--- config.mk ---
export PLATFORM = sky130hd
export DESIGN_NAME = fpu_ss_wb_arbiter
export DESIGN_NICKNAME = d
export VERILOG_FILES = /design/src/rtl/fpu_ss_pkg.sv /design/src/rtl/fpu_ss_wb_buffer.sv /design/src/rtl/fpu_ss_wb_arbiter.sv
export SDC_FILE = /design/constraint.sdc
export NUM_CORES = 1
export LEC_CHECK = 0
export BUFFER_PORTS_ARGS = -buffer_cell sky130_fd_sc_hd__buf_2
export CAP_MARGIN = 20
export CORE_UTILIZATION = 35
export CTS_BUF_LIST = sky130_fd_sc_hd__clkbuf_4 sky130_fd_sc_hd__clkbuf_8
export CTS_CLUSTER_DIAMETER = 120
export CTS_CLUSTER_SIZE = 30
export DETAILED_ROUTE_END_ITERATION = 6
export GPL_TIMING_DRIVEN = 0
export PLACE_DENSITY = 0.55
export SYNTH_ARGS = -nofsm -noshare
export SYNTH_HDL_FRONTEND = slang
export SYNTH_HIERARCHICAL = 1
export SYNTH_SLANG_ARGS = --single-unit
export TNS_END_PERCENT = 50
--- constraint.sdc ---
create_clock -name clk_i -period 3.75 [get_ports clk_i]
set_input_delay 0.1875 -clock clk_i [delete_from_list [all_inputs] [get_ports clk_i]]
set_output_delay 0.1875 -clock clk_i [all_outputs]
set_load 0.01 [all_outputs]
--- src/rtl/fpu_ss_pkg.sv ---
// Shared types for the FPU subsystem writeback path.
// Entry fields are sized for the widest supported configuration. The arbiter narrows them to its parameters.
package fpu_ss_pkg;

    localparam int unsigned WB_DATA_W = 64;
    localparam int unsigned WB_ID_W   = 16;
    localparam int unsigned NUM_FPR   = 32;

    typedef struct packed {
        logic [WB_DATA_W-1:0] data;
        logic [4:0]           rd;
        logic                 rd_is_fp;
        logic [WB_ID_W-1:0]   id;
        logic [4:0]           fflags;
    } wb_entry_t;

    function automatic logic [NUM_FPR-1:0] rd_onehot(input logic [4:0] rd);
        return NUM_FPR'(1) << rd;
    endfunction

endpackage

--- src/rtl/fpu_ss_wb_buffer.sv ---
// Fall-through FIFO of writeback entries. When the FIFO is empty, the offered entry is the head.
// push_i is the offered valid. Acceptance is gated internally by full/pop, so callers avoid a ready loop.
module fpu_ss_wb_buffer
    import fpu_ss_pkg::*;
#(
    parameter int unsigned DEPTH = 2
) (
    input  logic             clk_i,
    input  logic             rst_ni,
    input  logic             push_i,
    input  wb_entry_t        entry_i,
    input  logic             pop_i,
    output logic             full_o,
    output logic             empty_o,
    output logic             head_valid_o,
    output wb_entry_t        head_o,
    output wb_entry_t        entries_o [DEPTH],
    output logic [DEPTH-1:0] valid_o
);

    localparam int unsigned PTR_W = (DEPTH > 1) ? $clog2(DEPTH) : 1;
    localparam int unsigned CNT_W = $clog2(DEPTH + 1);

    logic [PTR_W-1:0] wr_ptr_q, rd_ptr_q;
    logic [CNT_W-1:0] count_q;
    logic [DEPTH-1:0] valid_q, valid_d;
    wb_entry_t        mem_q [DEPTH];
    logic             store, drop;

    function automatic logic [PTR_W-1:0] next_ptr(input logic [PTR_W-1:0] p);
        return (p == PTR_W'(DEPTH - 1)) ? '0 : p + PTR_W'(1);
    endfunction

    assign empty_o      = (count_q == '0);
    assign full_o       = (count_q == CNT_W'(DEPTH));
    assign head_valid_o = !empty_o | push_i;
    assign head_o       = empty_o ? entry_i : mem_q[rd_ptr_q];
    assign entries_o    = mem_q;
    assign valid_o      = valid_q;

    // A pop with an empty FIFO consumes the fall-through entry, so nothing is stored.
    assign drop  = pop_i & !empty_o;
    assign store = push_i & (!full_o | pop_i) & !(empty_o & pop_i);

    // Clear before set: when the FIFO is full and pops, the freed slot is refilled in the same cycle.
    always_comb begin
        valid_d = valid_q;
        if (drop)  valid_d[rd_ptr_q] = 1'b0;
        if (store) valid_d[wr_ptr_q] = 1'b1;
    end

    always_ff @(posedge clk_i or negedge rst_ni) begin
        if (!rst_ni) begin
            wr_ptr_q <= '0;
            rd_ptr_q <= '0;
            count_q  <= '0;
            valid_q  <= '0;
            for (int i = 0; i < DEPTH; i++) mem_q[i] <= '0;
        end else begin
            if (store) begin
                mem_q[wr_ptr_q] <= entry_i;
                wr_ptr_q        <= next_ptr(wr_ptr_q);
            end
            if (drop) rd_ptr_q <= next_ptr(rd_ptr_q);
            count_q <= count_q + CNT_W'(store) - CNT_W'(drop);
            valid_q <= valid_d;
        end
    end

endmodule

--- src/rtl/fpu_ss_wb_arbiter.sv ---
// FPR write-port and X-result arbiter. LSU load writes always win the FPR port.
// FPnew results retire in order through a fall-through buffer.
module fpu_ss_wb_arbiter
    import fpu_ss_pkg::*;
#(
    parameter int unsigned FLEN       = 32,
    parameter int unsigned BUF_DEPTH  = 2,
    parameter int unsigned X_ID_WIDTH = 4
) (
    input  logic                  clk_i,
    input  logic                  rst_ni,
    input  logic                  fpu_out_valid_i,
    output logic                  fpu_out_ready_o,
    input  logic [FLEN-1:0]       fpu_out_data_i,
    input  logic [4:0]            fpu_out_rd_i,
    input  logic                  fpu_out_rd_is_fp_i,
    input  logic [X_ID_WIDTH-1:0] fpu_out_id_i,
    input  logic [4:0]            fpu_out_fflags_i,
    input  logic                  mem_result_valid_i,
    input  logic                  mem_result_we_i,
    input  logic [4:0]            mem_result_rd_i,
    input  logic [FLEN-1:0]       mem_result_data_i,
    output logic                  fpr_we_o,
    output logic [4:0]            fpr_waddr_o,
    output logic [FLEN-1:0]       fpr_wdata_o,
    output logic                  fpr_wsrc_lsu_o,
    output logic                  x_result_valid_o,
    input  logic                  x_result_ready_i,
    output logic [X_ID_WIDTH-1:0] x_result_id_o,
    output logic [31:0]           x_result_data_o,
    output logic                  x_result_we_o,
    output logic [4:0]            x_result_fflags_o,
    output logic [31:0]           pending_rd_o,
    output logic                  buf_empty_o
);

    wb_entry_t            in_entry, head;
    wb_entry_t            entries [BUF_DEPTH];
    logic [BUF_DEPTH-1:0] entry_valid;
    logic                 full, empty, head_valid, pop, fpr_block, head_ok;
    logic                 unused_bits;

    always_comb begin
        in_entry          = '0;
        in_entry.data     = WB_DATA_W'(fpu_out_data_i);
        in_entry.rd       = fpu_out_rd_i;
        in_entry.rd_is_fp = fpu_out_rd_is_fp_i;
        in_entry.id       = WB_ID_W'(fpu_out_id_i);
        in_entry.fflags   = fpu_out_fflags_i;
    end

    fpu_ss_wb_buffer #(
        .DEPTH (BUF_DEPTH)
    ) u_buffer (
        .clk_i        (clk_i),
        .rst_ni       (rst_ni),
        .push_i       (fpu_out_valid_i),
        .entry_i      (in_entry),
        .pop_i        (pop),
        .full_o       (full),
        .empty_o      (empty),
        .head_valid_o (head_valid),
        .head_o       (head),
        .entries_o    (entries),
        .valid_o      (entry_valid)
    );

    // An FP-destination head may only retire when the LSU is not taking the FPR port.
    assign fpr_block       = mem_result_valid_i & mem_result_we_i;
    assign head_ok         = !head.rd_is_fp | !fpr_block;
    assign pop             = head_valid & x_result_ready_i & head_ok;
    assign fpu_out_ready_o = !full | pop;
    assign buf_empty_o     = empty;

    always_comb begin
        x_result_valid_o  = head_valid & head_ok;
        x_result_id_o     = '0;
        x_result_data_o   = '0;
        x_result_we_o     = 1'b0;
        x_result_fflags_o = '0;
        if (x_result_valid_o) begin
            x_result_id_o     = X_ID_WIDTH'(head.id);
            x_result_we_o     = !head.rd_is_fp;
            x_result_fflags_o = head.fflags;
            if (!head.rd_is_fp) x_result_data_o = head.data[31:0];
        end
    end

    always_comb begin
        fpr_we_o       = 1'b0;
        fpr_waddr_o    = '0;
        fpr_wdata_o    = '0;
        fpr_wsrc_lsu_o = 1'b0;
        if (fpr_block) begin
            fpr_we_o       = 1'b1;
            fpr_waddr_o    = mem_result_rd_i;
            fpr_wdata_o    = mem_result_data_i;
            fpr_wsrc_lsu_o = 1'b1;
        end else if (pop && head.rd_is_fp) begin
            fpr_we_o    = 1'b1;
            fpr_waddr_o = head.rd;
            fpr_wdata_o = FLEN'(head.data);
        end
    end

    // Stored entries only; a fall-through result is not yet a pending write.
    always_comb begin
        pending_rd_o = '0;
        for (int i = 0; i < BUF_DEPTH; i++) begin
            if (entry_valid[i] && entries[i].rd_is_fp) pending_rd_o |= rd_onehot(entries[i].rd);
        end
    end

    // Entry fields wider than this configuration needs are folded into a sink.
    always_comb begin
        unused_bits = ^{head.data, head.id};
        for (int i = 0; i < BUF_DEPTH; i++) begin
            unused_bits ^= ^{entries[i].data, entries[i].id, entries[i].fflags};
        end
    end

endmodule
# After elaboration in Yosys (flattened, before gate mapping)
# Index checks and enable logic that the tools add are counted.
[word_totals]
out_inout_bits = 116
regBits = 188
[classes]
bitwise_logic = 17
n_shift = 2
addsub = 4
eq_ne = 1
magnitude_cmp = 7
n_reduce_logical = 12
mux = 29
[ops]
columns = ["cell", "n"]
rows = [
  ["59-bit 2-to-1 mux", 4],
  ["32-bit 2-to-1 mux", 6],
  ["182-bit bitwise mux", 1],
  ["91-bit demux with 1-bit select", 1],
  ["91-bit 2-to-1 mux", 1],
  ["1-bit by 5-bit << shifter with 32-bit output (first input constant)", 2],
  ["32-bit bitwise OR", 1],
  ["5-bit 2-to-1 mux", 3],
  ["1-bit bitwise AND", 8],
  ["1-bit 2-to-1 mux", 8],
  ["1-bit logical AND", 6],
  ["1-bit zero test", 5],
  ["2-bit >= comparator (second input constant)", 2],
  ["1-bit by 2-bit < comparator with 1-bit output (second input constant)", 2],
  ["2-bit 2-to-1 mux", 2],
  ["4-bit 2-to-1 mux", 1],
  ["1-bit NOT with 2-bit output", 2],
  ["1-bit bitwise OR", 3],
  ["1-bit adder (second input constant)", 2],
  ["2-bit by 1-bit adder with 2-bit output", 1],
  ["2-bit bitwise AND", 1],
  ["1-bit demux with 1-bit select", 2],
  ["2-bit == test (second input constant)", 1],
  ["1-bit >= comparator (second input constant)", 2],
  ["other kinds (5)", 5],
]

# Longest topological paths before layout
[logic_depth]
ltp_word = 13
depth_mapped = 16

# Cells and area by module
# The synthesis kept the hierarchy.
[by_module_without_submodules]
columns = ["module", "cells_per_inst", "n_inst", "seq_area_each_um2", "area_each_um2"]
rows = [
  ["fpu_ss_wb_buffer", 717, 1, 4704.5, 8953.6],
  ["fpu_ss_wb_arbiter", 227, 1, 0.0, 1634.1],
]

# Worst setup path after synthesis
# Ideal clock, no wire load.
[synth_path]
path_kind = "reg-to-reg"
from = "register u_buffer.count_q[0]"
to = "register u_buffer.count_q[1]"
synth_period_minus_slack_ps = 3122
setup_slack_ps = 628
setup_time_ps = 125
t_arrival_ps = 2997
path_stages_with_launch = 17
path_cell_list = "dfrtp_1 -> nor2_1 -> buf_2 -> buf_2 -> clkbuf_1 -> nand2_1 -> o21ai_0 -> and3_1 -> clkbuf_1 -> nor2_1 -> xnor2_1 -> o21ai_0 -> ha_1 -> inv_1 -> ha_1 -> xnor2_1 -> xnor2_1"
[synth_rtl]
columns = ["element", "line", "text"]
rows = [
  ["from (decl)", "fpu_ss_wb_buffer.sv:25", "logic [CNT_W-1:0] count_q;"],
  ["from (signal assigned)", "fpu_ss_wb_buffer.sv:65", "count_q <= count_q + CNT_W'(store) - CNT_W'(drop);"],
]

==> summary.md <==
Outcome
• finished, violations left — status
• design-rule violations — violations in the final reports

Timing
• 0 — Final Hold Violating Endpoints
• no — RSZ-0062 raised after global routing
• 3.40 ns — Final Critical Period
• 0 — setup violation total in the final timing report
• 0.689 ns — Tightest Pin Transition
• 0 — number of pins exceeding their max-slew limit in the final report
• 0.0108 ns — clk_skew
• 294 MHz — peak clock frequency supported by timing
• 0.907 — period utilization
• 0.541 — Rel. slew slack
• 0.348 ns — final worst setup slack

Setup path
• nor2_1 -> buf_2 -> buf_4 -> nand2_1 -> o21ai_0 -> and3_1 -> clkbuf_2 -> nor2_1 -> xnor2_1 -> o21ai_0 -> ha_1 -> inv_1 -> ha_1 -> xnor2_1 -> xnor2_1 — cells along the critical path
• 15 — Crit Path Max Fanout
• 15 — cell count along the critical path
• buffers and inverters — Largest delay share family, worst path
• u_buffer/count_q[1] — FF-to-FF End
• register to register — CP Class
• u_buffer/count_q[0] — origin of the worst setup path
• 15 — R2R depth
• sky130_fd_sc_hd__xnor2_1 — most frequent CP cell
• 3.71 ns — data arrival time of the critical path
• 0.35 ns — slack of the worst reg-to-reg path
• register — element type at the critical path start
• sky130_fd_sc_hd__dfrtp_1 — CP max-delay cell
• 4.05 ns — required time of the critical path
• 4 — number of buffers and inverters on the critical path
• u_buffer/count_q[0] — reg-to-reg startpoint
• u_buffer/count_q[1] — end of the critical path
• register — capturing element type of the critical path
• 0.46 ns — worst stage delay on the critical path

Placement
• 14.5 mm — hpwl dp
• -0.254 ns — Placement Setup Slack
• 205 — IO buf count
• 0.828 — final RePlAce weighted congestion

Routing
• 203 — violation count after the first detailed-routing iteration
• 17.8 um — average wire per cell in the routed design
• 5.25 — mean number of vias per cell
• 5658 — total via count after detailed routing
• 7 — count of TritonRoute iterations in the first routing pass
• 19.2 mm — drt total wl
• 20 — drt drc
• 0 — Final ANT Viol Nets

Layout
• 23.4% — layout overhead on the synthesized area
• 935 — total number of nets in the final design
• 0.478 — fraction of final layout cells sized beyond drive strength 1
• sky130_fd_sc_hd__buf_2 (225), sky130_fd_sc_hd__dfrtp_1 (100), sky130_fd_sc_hd__mux2_2 (94) — commonest non-fill, non-tap cells in the layout
• sky130_fd_sc_hd__buf_2 — leading cell type in the layout, fill and taps excluded

Power
• 0.433 — net switching fraction of the power
• 3.99 mW — internal power consumption
• 0.000368 V — largest voltage drop on the vdd net
• 3.05 mW — switching power of the nets
• 3.90 nW — reported leakage power
• 7.04 mW — Final Total Pwr
• 0.627 — share of total power in combinational logic
• 0.089 — proportion of power drawn by the clock network
• 878 nW/um2 — Pwr per Cell Area
• 0.284 — sequential fraction of design power

Logic synthesis
• 10.4 um2 — synthesized area per cell
• 718 — Syn Nets
• 6 — count of warnings emitted by yosys
• 6500 um2 — Netlist Area Pre-Place
• 626 — cell count after synthesis

Worst hold path
• input port to register — class of the worst hold path
• fpu_out_data_i[29] — start point of the worst min-delay path

GRT
• 30.3 mm — wire length of the first global-routing pass
• 52 — largest net degree at the start of global routing
• 5616 — number of global-route vias before repair
• 0.0374 — global-route met3 utilization
• 0.344 — global-route met2 utilization
• 0.202 — Overall Global Routing Usage
• met2 — Most Used Layer, Global Route
• 0 — Overflow after GRT
• 0.259 — GRT met1 Usage
• 1 — number of antenna violations at the first check in global routing

Clock tree
• 0.38 ns — clock latency reported for the late side of the worst-skew pair
• 0.10 ns — post-CTS clock slew at the launch and capture registers of the worst setup and hold paths
• 100 — CTS Sinks
• sky130_fd_sc_hd__clkbuf_8 — root buffer selected by CTS
• 2 — number of buffers between clock root and the deepest sink
• 3 — maximum level of the CTS H-tree
• 9 — number of buffers created by CTS
• done — clock tree from TritonCTS

Run
• 0 — maximum capacitance violations

Floorplanning
• 49 — cell row count
• 206 — top-level I/O count
• 138 um — Chip Width
• 0.359 — initial core utilization
• 18100 um2 — Core Region
• 19100 um2 — total die area
• 138 um — vertical die dimension

## power groups by stage
stage	registers, mW	logic [mW]	clock network (mW)
6_report	2.00	4.41	0.628
5_1_grt	2.08	4.81	0.691
4_1_cts	2.00	4.45	0.650
3_5_place_dp	2.02	4.44	0
3_3_place_gp	2.01	4.42	0
2_1_floorplan	1.91	3.09	0
## worst min-delay path by stage
stage	endpoint	slack, ns	cells past startpoint
after global routing	u_buffer/entries_o[136]	0.05	2
after global placement	u_buffer/entries_o[43]	0.45	2
after floorplan	u_buffer/count_q[0]	-0.11	0
final	u_buffer/entries_o[56]	0.07	2
after detailed placement	u_buffer/entries_o[148]	0.27	1
after CTS	u_buffer/entries_o[136]	0.05	2
## sequential cells by signal (all words and copies together), names as in the netlist
| register | count |
|---|---|
| u_buffer/entries_o | 94 |
| u_buffer/count_q | 2 |
| u_buffer/rd_ptr_q | 1 |
| u_buffer/valid_o | 2 |
| u_buffer/wr_ptr_q | 1 |
## final cells by class
cell class	instances	area, um2
Sequential cell	100	2500
Multi-Input combinational cell	449	3550
Fill cell	1824	10100
Tap cell	229	287
Inverter	4	15.0
Clock buffer	11	139
Timing Repair Buffer	207	1070
Antenna cell	1	2.50
Clock inverter	4	27.5
Buffer	72	429
## what timing repair did
item                                    CTS  global route
setup buffers                             0             0
endpoints found under the hold margin    49             0
hold buffers                              1             0
endpoints found under the setup margin   94            75
gates resized for setup                   0             4
cloned                                    0             0
## routing by layer
metal  wire length (um)  up-vias  share of wire
met3                934       20          0.049
met5                  0        -              0
li1                   -     2727              -
met4                316        0          0.016
met1               8680     2751           0.45
met2               9240      160           0.48
## metrics by stage
step	utilization	std cells	hold slack, ns	setup TNS (ns)	instance area [um2]
floorplan	-	626	-0.108	0	6500
global placement	0.432	1060	0.454	-9.93	7810
detailed placement	0.434	1061	0.272	-10.02	7840
CTS	0.443	1076	0.0487	0	8010
global route	0.443	1077	0.0546	0	8020
finish	0.443	1077	0.0690	0	8020
## worst reg2reg max path: cells and delay by family (launching register included)
family	cells	cell delay [ns]
DFF	1	0.46
AOI/OAI and AO/OA	2	0.36
and+or+nand+nor	4	0.63
buffers and inverters	4	0.84
xor gates and xnor gates	3	0.54
adders and majority gates	2	0.50
Note: power is estimated with default switching activity, not from simulation.
